<file path="config.mk">
export PLATFORM = sky130hd
export DESIGN_NAME = vga_sync_gen
export DESIGN_NICKNAME = d
export VERILOG_FILES = /design/src/rtl/vga_sync_gen.sv
export SDC_FILE = /design/constraint.sdc
export NUM_CORES = 1
export LEC_CHECK = 0
export BUFFER_PORTS_ARGS = -buffer_cell sky130_fd_sc_hd__clkbuf_2
export CORE_AREA = 4 4 61 63
export CTS_CLUSTER_DIAMETER = 150
export CTS_CLUSTER_SIZE = 12
export DETAILED_ROUTE_END_ITERATION = 7
export DIE_AREA = 0 0 65 67
export PLACE_DENSITY_LB_ADDON = 0.05
export SYNTH_ARGS = -nofsm -noshare
export SYNTH_HDL_FRONTEND = slang
export SYNTH_SLANG_ARGS = --single-unit
</file>
<file path="constraint.sdc">
create_clock -name CLK -period 3.37 [get_ports CLK]
set_input_delay 0.337 -clock CLK [delete_from_list [all_inputs] [get_ports CLK]]
set_output_delay 0.337 -clock CLK [all_outputs]
set_load 0.02 [all_outputs]
</file>
<file path="src/rtl/vga_sync_gen.sv">
// vga_sync_gen: VGA raster timing source with latency-matched HS/VS.
// Optional frame counter enabled by defining VGA_FRAME_CNT_EN.
//
// Ports:
//   CLK         in   pixel clock
//   RST_N       in   asynchronous reset, active low
//   h_count     out  pixel column, 0..H_TOTAL-1
//   v_count     out  line, 0..V_TOTAL-1
//   active      out  visible-area flag, aligned with the counters
//   VGA_HS      out  horizontal sync, active low, delayed SYNC_DELAY clocks
//   VGA_VS      out  vertical sync, active low, delayed SYNC_DELAY clocks
//   frame_start out  1-clock pulse while counters are (0,0)
//   frame_end   out  1-clock pulse while counters are (0,V_DISPLAY)
//   frame_cnt   out  frames completed since reset (0 without VGA_FRAME_CNT_EN)
module vga_sync_gen #(
   parameter int H_DISPLAY  = 640,
   parameter int H_FRONT    = 16,
   parameter int H_SYNC     = 96,
   parameter int H_BACK     = 48,
   parameter int V_DISPLAY  = 480,
   parameter int V_FRONT    = 10,
   parameter int V_SYNC     = 2,
   parameter int V_BACK     = 33,
   parameter int SYNC_DELAY = 2
) (
   input  logic        CLK,
   input  logic        RST_N,
   output logic [9:0]  h_count,
   output logic [9:0]  v_count,
   output logic        active,
   output logic        VGA_HS,
   output logic        VGA_VS,
   output logic        frame_start,
   output logic        frame_end,
   output logic [15:0] frame_cnt
);

   localparam int H_TOTAL = H_DISPLAY + H_FRONT + H_SYNC + H_BACK;
   localparam int V_TOTAL = V_DISPLAY + V_FRONT + V_SYNC + V_BACK;

   localparam logic [9:0] H_LAST   = 10'(H_TOTAL - 1);
   localparam logic [9:0] V_LAST   = 10'(V_TOTAL - 1);
   localparam logic [9:0] H_VIS    = 10'(H_DISPLAY);
   localparam logic [9:0] V_VIS    = 10'(V_DISPLAY);
   localparam logic [9:0] HS_START = 10'(H_DISPLAY + H_FRONT);
   localparam logic [9:0] HS_END   = 10'(H_DISPLAY + H_FRONT + H_SYNC);
   localparam logic [9:0] VS_START = 10'(V_DISPLAY + V_FRONT);
   localparam logic [9:0] VS_END   = 10'(V_DISPLAY + V_FRONT + V_SYNC);

   logic       h_wrap;
   logic       v_wrap;
   logic [9:0] h_next;
   logic [9:0] v_next;
   logic       hs_raw;
   logic       vs_raw;

   always_comb begin
      h_wrap = (h_count == H_LAST);
      v_wrap = (v_count == V_LAST);
      h_next = h_count + 10'd1;
      v_next = v_count;
      if (h_wrap) begin
         h_next = 10'd0;
         v_next = v_wrap ? 10'd0 : v_count + 10'd1;
      end
   end

   // Strobes look at the next-state counters so that the registered
   // pulse lines up with the cycle the counters hold that position.
   always_ff @(posedge CLK or negedge RST_N) begin
      if (!RST_N) begin
         h_count     <= 10'd0;
         v_count     <= 10'd0;
         frame_start <= 1'b0;
         frame_end   <= 1'b0;
      end else begin
         h_count     <= h_next;
         v_count     <= v_next;
         frame_start <= (h_next == 10'd0) && (v_next == 10'd0);
         frame_end   <= (h_next == 10'd0) && (v_next == V_VIS);
      end
   end

`ifdef VGA_FRAME_CNT_EN
   logic [15:0] frame_q;

   always_ff @(posedge CLK or negedge RST_N) begin
      if (!RST_N) begin
         frame_q <= 16'd0;
      end else if (h_wrap && v_wrap) begin
         frame_q <= frame_q + 16'd1;
      end
   end

   assign frame_cnt = frame_q;
`else
   assign frame_cnt = 16'd0;
`endif

   assign active = (h_count < H_VIS) && (v_count < V_VIS);
   assign hs_raw = !((h_count >= HS_START) && (h_count < HS_END));
   assign vs_raw = !((v_count >= VS_START) && (v_count < VS_END));

   generate
      if (SYNC_DELAY == 0) begin : g_nodly
         assign VGA_HS = hs_raw;
         assign VGA_VS = vs_raw;
      end else begin : g_dly
         // Stages reset to 1 so no sync pulse leaks out after reset.
         logic [SYNC_DELAY-1:0] hs_sr;
         logic [SYNC_DELAY-1:0] vs_sr;
         logic [SYNC_DELAY:0]   hs_cat;
         logic [SYNC_DELAY:0]   vs_cat;

         assign hs_cat = {hs_sr, hs_raw};
         assign vs_cat = {vs_sr, vs_raw};

         always_ff @(posedge CLK or negedge RST_N) begin
            if (!RST_N) begin
               hs_sr <= '1;
               vs_sr <= '1;
            end else begin
               hs_sr <= hs_cat[SYNC_DELAY-1:0];
               vs_sr <= vs_cat[SYNC_DELAY-1:0];
            end
         end

         assign VGA_HS = hs_sr[SYNC_DELAY-1];
         assign VGA_VS = vs_sr[SYNC_DELAY-1];
      end
   endgenerate

endmodule
</file>
Word-level counts from Yosys, hierarchy flattened. Index checks and enable logic that the tools add are counted.

Bits in registers: 26. Input bits: 2. Output and inout bits: 41.

$lt $le $gt $ge: 6. Equal/unequal tests: 3. Reduce and logical (&&, ||, !) cells: 9. Mux-type cells: 3. Add/sub/neg operators: 2.

Operators by type and width (count): $mux W10 (3); $add A10 B1 Y10 const B (2); $eq A10 B10 Y1 const B (2); $logic_not A10 Y1 (2); $lt A10 B10 Y1 const B (2); $lt A10 B9 Y1 const B (2); $eq A10 B9 Y1 const B (1); $ge A10 B10 Y1 const B (1); $ge A10 B9 Y1 const B (1); $logic_and A1 B1 Y1 (5); $logic_not A1 Y1 (2).

Logic depth before layout (Yosys ltp). Gate-level depths: netlist of run 1.

Word-level depth: 5. Gate-level depth with buffers: 8. Gate-level depth less buffers: 8.

Worst setup path before layout of run 1. Ideal clock, no wire load.

Path kind: flip-flop to flip-flop. From: reg v_count[4]. To: reg frame_end. Arrival: 2.733 ns. Clock period less this slack: 2.819 ns. Library setup time: 0.086 ns. Required time: 3.284 ns. Cell stages (with the launch flop): 8. Setup slack: 0.551 ns. Cell sequence: dfrtp_1 -> buf_6 -> or4_4 -> nor4_4 -> o2bb2ai_1 -> or4_1 -> or4b_1 -> nor3_1.

Cells in the longest elaborated chain, start to end: 5.

Ends and longest elaborated chain: start, declared (line 29) `output logic [9:0] v_count,`; start signal, assigned (line 78) `v_count <= v_next;`; $add A10 B1 Y10 / $eq A10 B10 Y1 (equally long branches) (line 64, 59); $mux W10 (line 64) `v_next = v_wrap ? 10'd0 : v_count + 10'd1;`; $mux W10 (*) (line 62) `if (h_wrap) begin`; $eq A10 B9 Y1 (*) (line 80) `frame_end <= (h_next == 10'd0) && (v_next == V_VIS);`; $logic_and A1 B1 Y1 (*) (line 80); end signal, assigned (line 80); end, declared (line 34) `output logic frame_end,`.

Every way passes the cells marked *; elsewhere a longest branch is shown, timed or not.

Final worst setup path of run 1. Same ends and word-level chain as after synthesis.

==> run summary, run 1 <==
Ys Warns: 0
Crit-path max FO: 10
Post-DR wirelength/cell: 14.1 µm
Critical path class: reg -> reg
Comb pwr share: 4.4%
Avg Inst Size Synth: 9.50 µm²
Fraction of layout instances using a drive strength above 1: 24.2%
Fin. max-slew vios: 0
Pin count of the biggest net entering global routing: 27
Main synth FF type: dfrtp_1
Commonest cells after routing, fill and taps aside: clkbuf_2, dfrtp_1, conb_1
Switching Power: 118 µW
Total CTS buffers: 3
Crit path required time: 3.63 ns
Final hold viol count: 0
PostCTS Resize Cnt: 0
Number of flops mapped to enable cells by yosys: 0
Chip width: 65 µm
Routed vias/inst: 5.17
R2R depth: 6
Slew HR: 52.2%
CTS clk-pin slew, worst paths: 0.15 ns
FF-to-FF Start: v_count[4]
Maximum Capacitance Violations: 0
Synthesized instance count: 164
I/O Buffers: 26
Die area: 4360 µm²
Critical path arrival: 3.15 ns
DRT Pass-1 Iters: 4
Final-stage net count: 193
Most common cell after layout, fill and taps aside: clkbuf_2
Std cell rows: 21
Hold crit path type: in -> async
# fillers: 313
Async set-reset flop share out of synthesis: 100%
Share of the yosys chip area belonging to registers: 42.1%
Initial Utilization: 48.2%
CTS Root Cell: clkbuf_4
Post-CTS Setup Inserts: 0
Clock sinks: 26
Area grow syn2layout: 8.27%
Leak: 0.769 nW
Ratio of final minimum period to clock period: 85.9%
DR vias: 1200
Final ANT Viol Nets: 0
Worst Skew: 0.00308 ns
Crit start category: flop
DRT iter0 DRCs: 94
CTS HTree Levels: 1
GRT Overall Usage: 16.6%
Initial antenna violation count: 0
Worst-Skew Late Latency: 0.32 ns
# setup viols final: 0
DRC errors left: 0
Die Y: 67 µm
IO Count: 43
Mapped Area: 1560 µm²
Hold buffers post-CTS: 0
Worst-Margin Slew: 0.710 ns
Placed insts: 228
Tmin final: 2.90 ns
Final WL: 3.27 mm
Status: finished, final reports clean
Fmax: 345 MHz
Final Wtd Congestion: 0.835
Critical R2R Capture: frame_end
Clock share of power: 32.7%
Worst-case clock buffer depth: 2
N_diodes: 0
Worst Setup End Kind: flop
Total gr overflow: 0
R2r setup slk: 0.47 ns
Switching share of power: 23.8%
Core ar.: 3230 µm²
Cell Count, Final, Fillers Out: 232
Detail Placement HPWL: 2.49 mm
Number of global-route vias before repair: 1091
CTS tree: built
Setup TNS: 0 ns
Share of power burned in registers: 62.8%
RSZ-0062 raised after global routing: false
Register bit total from synthesis: 26
Synth cell types: 45
Internal power: 379 µW
First-pass GRT wire length: 5.51 mm
Worst vdd ir: 0.125 mV
Power density cells: 295 nW/µm²
## cells by family (layout without fill, tap and decap cells)
| logic type | Yosys count | after routing | synth area share (%) |
|---|---|---|---|
| other | 1 | 16 | 0.241 |
| buffers and inverters | 30 | 37 | 11.9 |
| flip-flops | 26 | 26 | 42.1 |
| AND/OR/NAND/NOR | 74 | 74 | 27.5 |
| AO/OA/AOI/OAI | 13 | 13 | 6.10 |
| XOR/XNOR | 16 | 16 | 9.00 |
| adder cells (fa/ha/maj) | 4 | 4 | 3.21 |
## cell type report
class	count	area, µm²	area share, %
tap	46	57.6	3.41
timing repair buffer	28	145	8.61
clock buffer	4	36.3	2.15
multi-input combinational	123	773	45.8
sequential	26	656	38.9
inverter	5	18.8	1.11
## synthesized netlist by cell type, types with 2 or more instances
| cell | count | area (µm²) |
|---|---|---|
| nor4b_1 | 3 | 26.3 |
| o22ai_1 | 2 | 12.5 |
| or3_1 | 2 | 12.5 |
| ha_1 | 4 | 50.1 |
| clkbuf_1 | 6 | 22.5 |
| xnor2_1 | 11 | 96.3 |
| nand4_1 | 4 | 25.0 |
| nor4_1 | 2 | 12.5 |
| and3_1 | 2 | 12.5 |
| nor2_1 | 11 | 41.3 |
| nand3_1 | 15 | 75.1 |
| or2_2 | 2 | 12.5 |
| buf_4 | 17 | 128 |
| dfstp_2 | 4 | 105 |
| xor2_1 | 5 | 43.8 |
| inv_1 | 5 | 18.8 |
| nor3_1 | 10 | 50.1 |
| a21oi_1 | 2 | 10.0 |
| dfrtp_1 | 22 | 551 |
| nand2_1 | 10 | 37.5 |
## critical path: stages, from the launching register on
cell       delay, ns
dfrtp_1         0.52
or4_4           0.59
nor4_4          0.35
o2bb2ai_1       0.14
or4_1           0.52
or4b_1          0.54
nor3_1          0.18
## per-stage QoR
stage	setup slack [ns]	util (%)	cell area, µm²	hold slack [ns]	total power, mW
2_1_floorplan	0.551	-	1610	0.0414	0.348
3_3_place_gp	0.555	51.1	1650	0.346	0.340
3_5_place_dp	0.495	51.1	1650	0.355	0.340
4_1_cts	0.463	52.2	1690	0.0152	0.502
5_1_grt	0.290	52.2	1690	0.0251	0.518
6_report	0.475	52.2	1690	0.00167	0.497
## worst max path at each step
stage / startpoint / end / slack, ns / depth (start not counted)
2_1_floorplan: v_count[4] / frame_end / 0.55 / 7
3_5_place_dp: v_count[4] / frame_start / 0.49 / 6
5_1_grt: v_count[4] / frame_start / 0.29 / 6
6_report: v_count[4] / frame_end / 0.47 / 6
3_3_place_gp: v_count[4] / frame_start / 0.56 / 6
4_1_cts: v_count[4] / frame_end / 0.46 / 6
## routing by layer
layer  wire length, µm  track usage [%]  part of all wire [%]
met5                 0                0                     0
met2              1540             26.2                    47
met3               141             2.02                   4.3
met4                27             5.54                  0.83
met1              1560             23.4                    48
## sequential cells by signal, indices dropped and copies added, names as in the netlist
name,count
frame_start,1
h_count,10
g_dly.hs_sr,2
v_count,10
g_dly.vs_sr,2
frame_end,1
## power by group through the flow
| stage | combinational [mW] | sequential (mW) | clock, mW |
|---|---|---|---|
| 2_1_floorplan | 0.0297 | 0.318 | 0 |
| 3_3_place_gp | 0.0218 | 0.318 | 0 |
| 3_5_place_dp | 0.0220 | 0.318 | 0 |
| 4_1_cts | 0.0220 | 0.312 | 0.168 |
| 5_1_grt | 0.0246 | 0.313 | 0.181 |
| 6_report | 0.0221 | 0.312 | 0.163 |
Power figures use the tool's default switching activity.
==> run 2: changes to the inputs <==
--- a/config.mk
+++ b/config.mk
@@ -7,11 +7,10 @@
 export LEC_CHECK = 0
 export BUFFER_PORTS_ARGS = -buffer_cell sky130_fd_sc_hd__clkbuf_2
 export CORE_AREA = 4 4 61 63
-export CTS_CLUSTER_DIAMETER = 150
 export CTS_CLUSTER_SIZE = 12
 export DETAILED_ROUTE_END_ITERATION = 7
 export DIE_AREA = 0 0 65 67
-export PLACE_DENSITY_LB_ADDON = 0.05
+export PLACE_DENSITY = 0.84
 export SYNTH_ARGS = -nofsm -noshare
 export SYNTH_HDL_FRONTEND = slang
 export SYNTH_SLANG_ARGS = --single-unit
==> run summary, run 2 (synthesized netlist as in run 1, its figures left out) <==
Ratio of final minimum period to clock period: 87.2% (+1.3 points)
Failing checks: hold timing
Tmin final: 2.94 ns (+0.0436 ns)
Cell Count, Final, Fillers Out: 232 (unchanged)
Power density cells: 292 nW/µm² (-0.78%)
Pin count of the biggest net entering global routing: 27 (unchanged)
DRC errors left: 0 (unchanged)
Final Wtd Congestion: 0.824 (-1.4%)
Status: finished with violations
Crit start category: flop
Initial antenna violation count: 0 (unchanged)
# setup viols final: 0 (unchanged)
Core ar.: 3230 µm² (unchanged)
CTS clk-pin slew, worst paths: 0.14 ns (about the same)
CTS tree: built
IO Count: 43 (unchanged)
Worst Setup End Kind: flop
Setup TNS: 0 ns (unchanged)
Critical path arrival: 3.20 ns (+0.05 ns)
Leak: 0.769 nW (unchanged)
Number of global-route vias before repair: 1112 (+1.9%)
CTS HTree Levels: 1 (unchanged)
Hold buffers post-CTS: 0 (unchanged)
WL met2: 1.42 mm (-7.9%)
Hold crit path type: in -> async
Slowest CP cell: or4_4
Fmax: 340 MHz (-1.5%)
Commonest cells after routing, fill and taps aside: clkbuf_2, dfrtp_1, conb_1
Detail Placement HPWL: 2.29 mm (-8.2%)
I/O Buffers: 26 (unchanged)
Maximum Capacitance Violations: 0 (unchanged)
Final ANT Viol Nets: 0 (unchanged)
Post-DR wirelength/cell: 13.1 µm (-7.3%)
First-pass GRT wire length: 5.08 mm (-7.8%)
Final hold viol count: 15 (+15)
Routed vias/inst: 5.21 (+0.67%)
Crit-path max FO: 10 (unchanged)
PostCTS Resize Cnt: 0 (unchanged)
Initial Utilization: 48.2% (unchanged)
Slew HR: 49.9% (-2.4 points)
Worst vdd ir: 0.205 mV (+63%)
Final-stage net count: 193 (unchanged)
Critical Path, Cell by Cell: or4_4 > nor4_4 > o22ai_1 > or4_1 > or4b_1 > nor3_1
Worst Skew: 0.00810 ns (+0.00502 ns)
Die Y: 67 µm (unchanged)
Metal1 wirelength: 1.40 mm (-10%)
N_diodes: 0 (unchanged)
Worst-case clock buffer depth: 2 (unchanged)
Worst-Skew Late Latency: 0.33 ns (about the same)
Slowest stage delay, CP: 0.59 ns (about the same)
Area grow syn2layout: 8.27% (unchanged)
Post-Route Utilization: 52.2% (unchanged)
Chip width: 65 µm (unchanged)
Post-CTS Setup Inserts: 0 (unchanged)
Total gr overflow: 0 (unchanged)
# fillers: 307 (-1.9%)
Fraction of layout instances using a drive strength above 1: 24.2% (unchanged)
Std cell rows: 21 (unchanged)
DRT Pass-1 Iters: 4 (unchanged)
Die area: 4360 µm² (unchanged)
Crit path required time: 3.63 ns (about the same)
Register area: 656 µm² (unchanged)
Multi-input logic area: 773 µm² (unchanged)
CTS Root Cell: clkbuf_4
Top layer in use: met4
RSZ-0062 raised after global routing: false
Placed insts: 228 (unchanged)
GRT Overall Usage: 15.1% (-1.5 points)
Regs by FF count: h_count: 10 flops, v_count: 10 flops
Worst-Margin Slew: 0.745 ns (+0.0354 ns)
Most common cell after layout, fill and taps aside: clkbuf_2
Final hold slack: -0.0104 ns (-0.0121 ns)
DRT iter0 DRCs: 44 (-53%)
Critical path class: reg -> reg
DR vias: 1208 (+0.67%)
Final WL: 3.03 mm (-7.3%)
Metal3 WL: 161 µm (+14%)
Fin. max-slew vios: 0 (unchanged)
Total CTS buffers: 3 (unchanged)
Clock sinks: 26 (unchanged)
## run 2: power by group
| part | internal, mW | switching [mW] | total, mW |
|---|---|---|---|
| clock network | 0.0663 | 0.0929 | 0.159 |
| logic | 0.000396 | 0.0214 | 0.0218 |
| registers | 0.312 | 0 | 0.312 |
| total | 0.379 | 0.114 | 0.493 |
## run 2: worst paths after layout
check / start / endpoint / slack, ns / depth (start not counted)
worst max-delay path: v_count[4] / frame_end / 0.43 / 6
max in group asynchronous: RST_N / h_count[0] / 2.97 / 1
worst min-delay path: RST_N / v_count[3] / -0.01 / 1
min in group CLK: g_dly.hs_sr[0] / g_dly.hs_sr[1] / 0.36 / 0
worst max register to register: v_count[4] / frame_end / 0.43 / 6
worst min register to register: g_dly.hs_sr[0] / g_dly.hs_sr[1] / 0.36 / 0
## run 2: worst max-delay path, delay by kind of cell (launching register included)
family | cells | cell delay (ns)
AND/OR/NAND/NOR | 5 | 2.18
flip-flops | 1 | 0.51
AO/OA/AOI/OAI | 1 | 0.18
## run 2: area by class of cell
cell class / count / share of cell area, %
Inverter: 5 / 1.11
Timing Repair Buffer: 28 / 8.61
Multi-Input combinational cell: 123 / 45.8
Tap cell: 46 / 3.41
Sequential cell: 26 / 38.9
Clock buffer: 4 / 2.15
## run 2: stage by stage
stage | power (mW) | cell area (µm²) | setup WS, ns
global placement | 0.340 | 1650 | 0.577
floorplan | 0.348 | 1610 | 0.551
finish | 0.493 | 1690 | 0.431
global route | 0.509 | 1690 | 0.290
detailed placement | 0.340 | 1650 | 0.472
CTS | 0.499 | 1690 | 0.435
## run 2: routing by layer
layer  up-vias  global-route usage, %
met1       580                   19.8
met4         0                   6.33
met5         -                      0
met3         5                   2.87
li1        584                      -
met2        39                   24.3
==> run 3: changes to the inputs <==
--- a/config.mk
+++ b/config.mk
@@ -6,11 +6,13 @@
 export NUM_CORES = 1
 export LEC_CHECK = 0
 export BUFFER_PORTS_ARGS = -buffer_cell sky130_fd_sc_hd__clkbuf_2
-export CORE_AREA = 4 4 61 63
+export CELL_PAD_IN_SITES_DETAIL_PLACEMENT = 1
+export CELL_PAD_IN_SITES_GLOBAL_PLACEMENT = 2
+export CORE_AREA = 4 4 76 78
 export CTS_CLUSTER_SIZE = 12
 export DETAILED_ROUTE_END_ITERATION = 7
-export DIE_AREA = 0 0 65 67
-export PLACE_DENSITY = 0.84
+export DIE_AREA = 0 0 80 82
+export PLACE_DENSITY = 0.87
 export SYNTH_ARGS = -nofsm -noshare
 export SYNTH_HDL_FRONTEND = slang
 export SYNTH_SLANG_ARGS = --single-unit
==> constraint.sdc (replaced) <==
create_clock -name CLK -period 3.37 [get_ports CLK]
set_input_delay 0.8425 -clock CLK [delete_from_list [all_inputs] [get_ports CLK]]
set_output_delay 0.8425 -clock CLK [all_outputs]
set_load 0.02 [all_outputs]
==> run summary, run 3 (synthesized netlist as in run 1, its figures left out) <==
Status: finished, final reports clean
DRT Pass-1 Iters: 4 (unchanged)
CTS clk-pin slew, worst paths: 0.09 ns (-0.05 ns)
Final Wtd Congestion: 0.836 (+1.4%)
Total gr overflow: 0 (unchanged)
Worst-Margin Slew: 0.692 ns (-0.0538 ns)
Worst-case clock buffer depth: 2 (unchanged)
Die area: 6560 µm² (+51%)
# setup viols final: 0 (unchanged)
Maximum Capacitance Violations: 0 (unchanged)
RSZ-0062 raised after global routing: false
Initial Utilization: 30.7% (-18 points)
Initial antenna violation count: 0 (unchanged)
Routed vias/inst: 4.69 (-9.9%)
First-pass GRT wire length: 6.34 mm (+25%)
Clock sinks: 26 (unchanged)
GRT Overall Usage: 12.5% (-2.6 points)
I/O Buffers: 26 (unchanged)
Clock share of power: 38.4% (+6.1 points)
Multi-input logic area: 773 µm² (unchanged)
Crit-path max FO: 10 (unchanged)
Setup TNS: 0 ns (unchanged)
Fmax: 334 MHz (-1.9%)
Final WL: 3.77 mm (+25%)
Post-CTS Setup Inserts: 0 (unchanged)
Placed Area: 1690 µm² (+2.3%)
PostCTS Resize Cnt: 0 (unchanged)
DR vias: 1206 (-0.17%)
Die Y: 82 µm (+22%)
Core ar.: 5070 µm² (+57%)
Final hold slack: 0.360 ns (+0.370 ns)
Slew HR: 53.9% (+4.0 points)
Switching share of power: 23.2% (+0.032 points)
Critical path class: reg -> reg
Fraction of layout instances using a drive strength above 1: 24.6% (+0.41 points)
CTS HTree Levels: 1 (unchanged)
Regs by FF count: h_count: 10 flops, v_count: 10 flops
R2r setup slk: 0.37 ns (-0.06 ns)
Hold crit path type: reg -> reg
# fillers: 626 (+100%)
DRC errors left: 0 (unchanged)
Internal power: 417 µW (+10%)
IO Count: 43 (unchanged)
Hold buffers post-CTS: 0 (unchanged)
Final Instance Area: 1740 µm² (+3.3%)
Std cell rows: 26 (+24%)
Tmin final: 3.00 ns (+0.0571 ns)
DRT iter0 DRCs: 119 (+170%)
Final ANT Viol Nets: 0 (unchanged)
Pin count of the biggest net entering global routing: 27 (unchanged)
N_diodes: 0 (unchanged)
Number of global-route vias before repair: 1235 (+11%)
Detail Placement HPWL: 2.88 mm (+26%)
Final hold viol count: 0 (-15)
Area grow syn2layout: 11.9%
Cell Count, Final, Fillers Out: 257 (+11%)
Power density cells: 312 nW/µm² (+6.5%)
Critical Path Source: v_count[4]
FF-to-FF Start: v_count[4]
Register area: 656 µm² (unchanged)
Commonest cells after routing, fill and taps aside: clkbuf_2, dfrtp_1, conb_1
Ratio of final minimum period to clock period: 88.9% (+1.7 points)
CTS tree: built
Final-stage net count: 194 (+0.52%)
Comb pwr share: 4.2% (-0.2 points)
Share of power burned in registers: 57.5% (-5.8 points)
Critical R2R Capture: frame_end
Worst-Skew Late Latency: 0.27 ns (-0.06 ns)
Total chip power: 543 µW (+10%)
Total CTS buffers: 3 (unchanged)
Crit start category: flop
R2R depth: 6 (unchanged)
Post-DR wirelength/cell: 14.7 µm (+12%)
Hold Startpoint: g_dly.hs_sr[0]
Worst setup path endpoint: frame_end
Placed insts: 253 (+11%)
Leak: 0.782 nW (+1.7%)
Worst Setup End Kind: flop
Fin. max-slew vios: 0 (unchanged)
Worst Skew: 0.00213 ns (-0.00597 ns)
Critical path arrival: 3.19 ns (about the same)
Switching Power: 126 µW (+10%)
CTS Root Cell: clkbuf_8
Chip width: 80 µm (+23%)
Crit path required time: 3.56 ns (-0.07 ns)
Most common cell after layout, fill and taps aside: clkbuf_2
Worst vdd ir: 0.166 mV (-19%)
==> run 3: changes by cell type in the layout (fill, tap and decap cells not counted) <==
cell	change
clkbuf_8	+3
buf_4	+1
clkbuf_4	-3
==> run 3: per-layer routing <==
metal	track usage (%)	vias to the layer above	part of all wire (%)
met5	0	-	0
met4	4.05	0	1.0
met3	2.41	5	4.6
met2	19.7	33	49
met1	17.1	583	45
li1	-	585	-
==> run 3: worst min-delay path by stage <==
stage / cells after the start / endpoint / slack (ns)
global route: 0 / g_dly.hs_sr[1] / 0.37
floorplan: 0 / g_dly.hs_sr[1] / 0.35
detailed placement: 0 / g_dly.hs_sr[1] / 0.35
finish: 0 / g_dly.hs_sr[1] / 0.36
CTS: 0 / g_dly.hs_sr[1] / 0.36
global placement: 0 / g_dly.hs_sr[1] / 0.35
==> run 3: power by group through the flow <==
| stage | Clock (mW) | Sequential, mW | Combinational, mW |
|---|---|---|---|
| after global routing | 0.227 | 0.312 | 0.0254 |
| after floorplan | 0 | 0.318 | 0.0297 |
| after CTS | 0.216 | 0.312 | 0.0227 |
| final | 0.208 | 0.312 | 0.0227 |
| after global placement | 0 | 0.318 | 0.0225 |
| after detailed placement | 0 | 0.318 | 0.0227 |
==> run 3: metrics by stage <==
step | setup slack (ns) | utilization, %
global route | 0.228 | 34.3
finish | 0.374 | 34.3
CTS | 0.365 | 34.3
global placement | 0.551 | 33.3
detailed placement | 0.440 | 33.3
floorplan | 0.551 | -
==> run 3: final cells by class <==
cell class	count	share of cell area [%]
Inverter	5	1.08
Timing Repair Buffer	29	8.76
Sequential cell	26	37.6
Multi-Input combinational cell	123	44.4
Clock buffer	4	3.16
Tap cell	70	5.03
==> run 3: critical path: stages (launching register included) <==
cell     delay, ns
dfrtp_1       0.51
or4_4         0.60
nor4_4        0.37
o22ai_1       0.19
or4_1         0.51
or4b_1        0.54
nor3_1        0.19
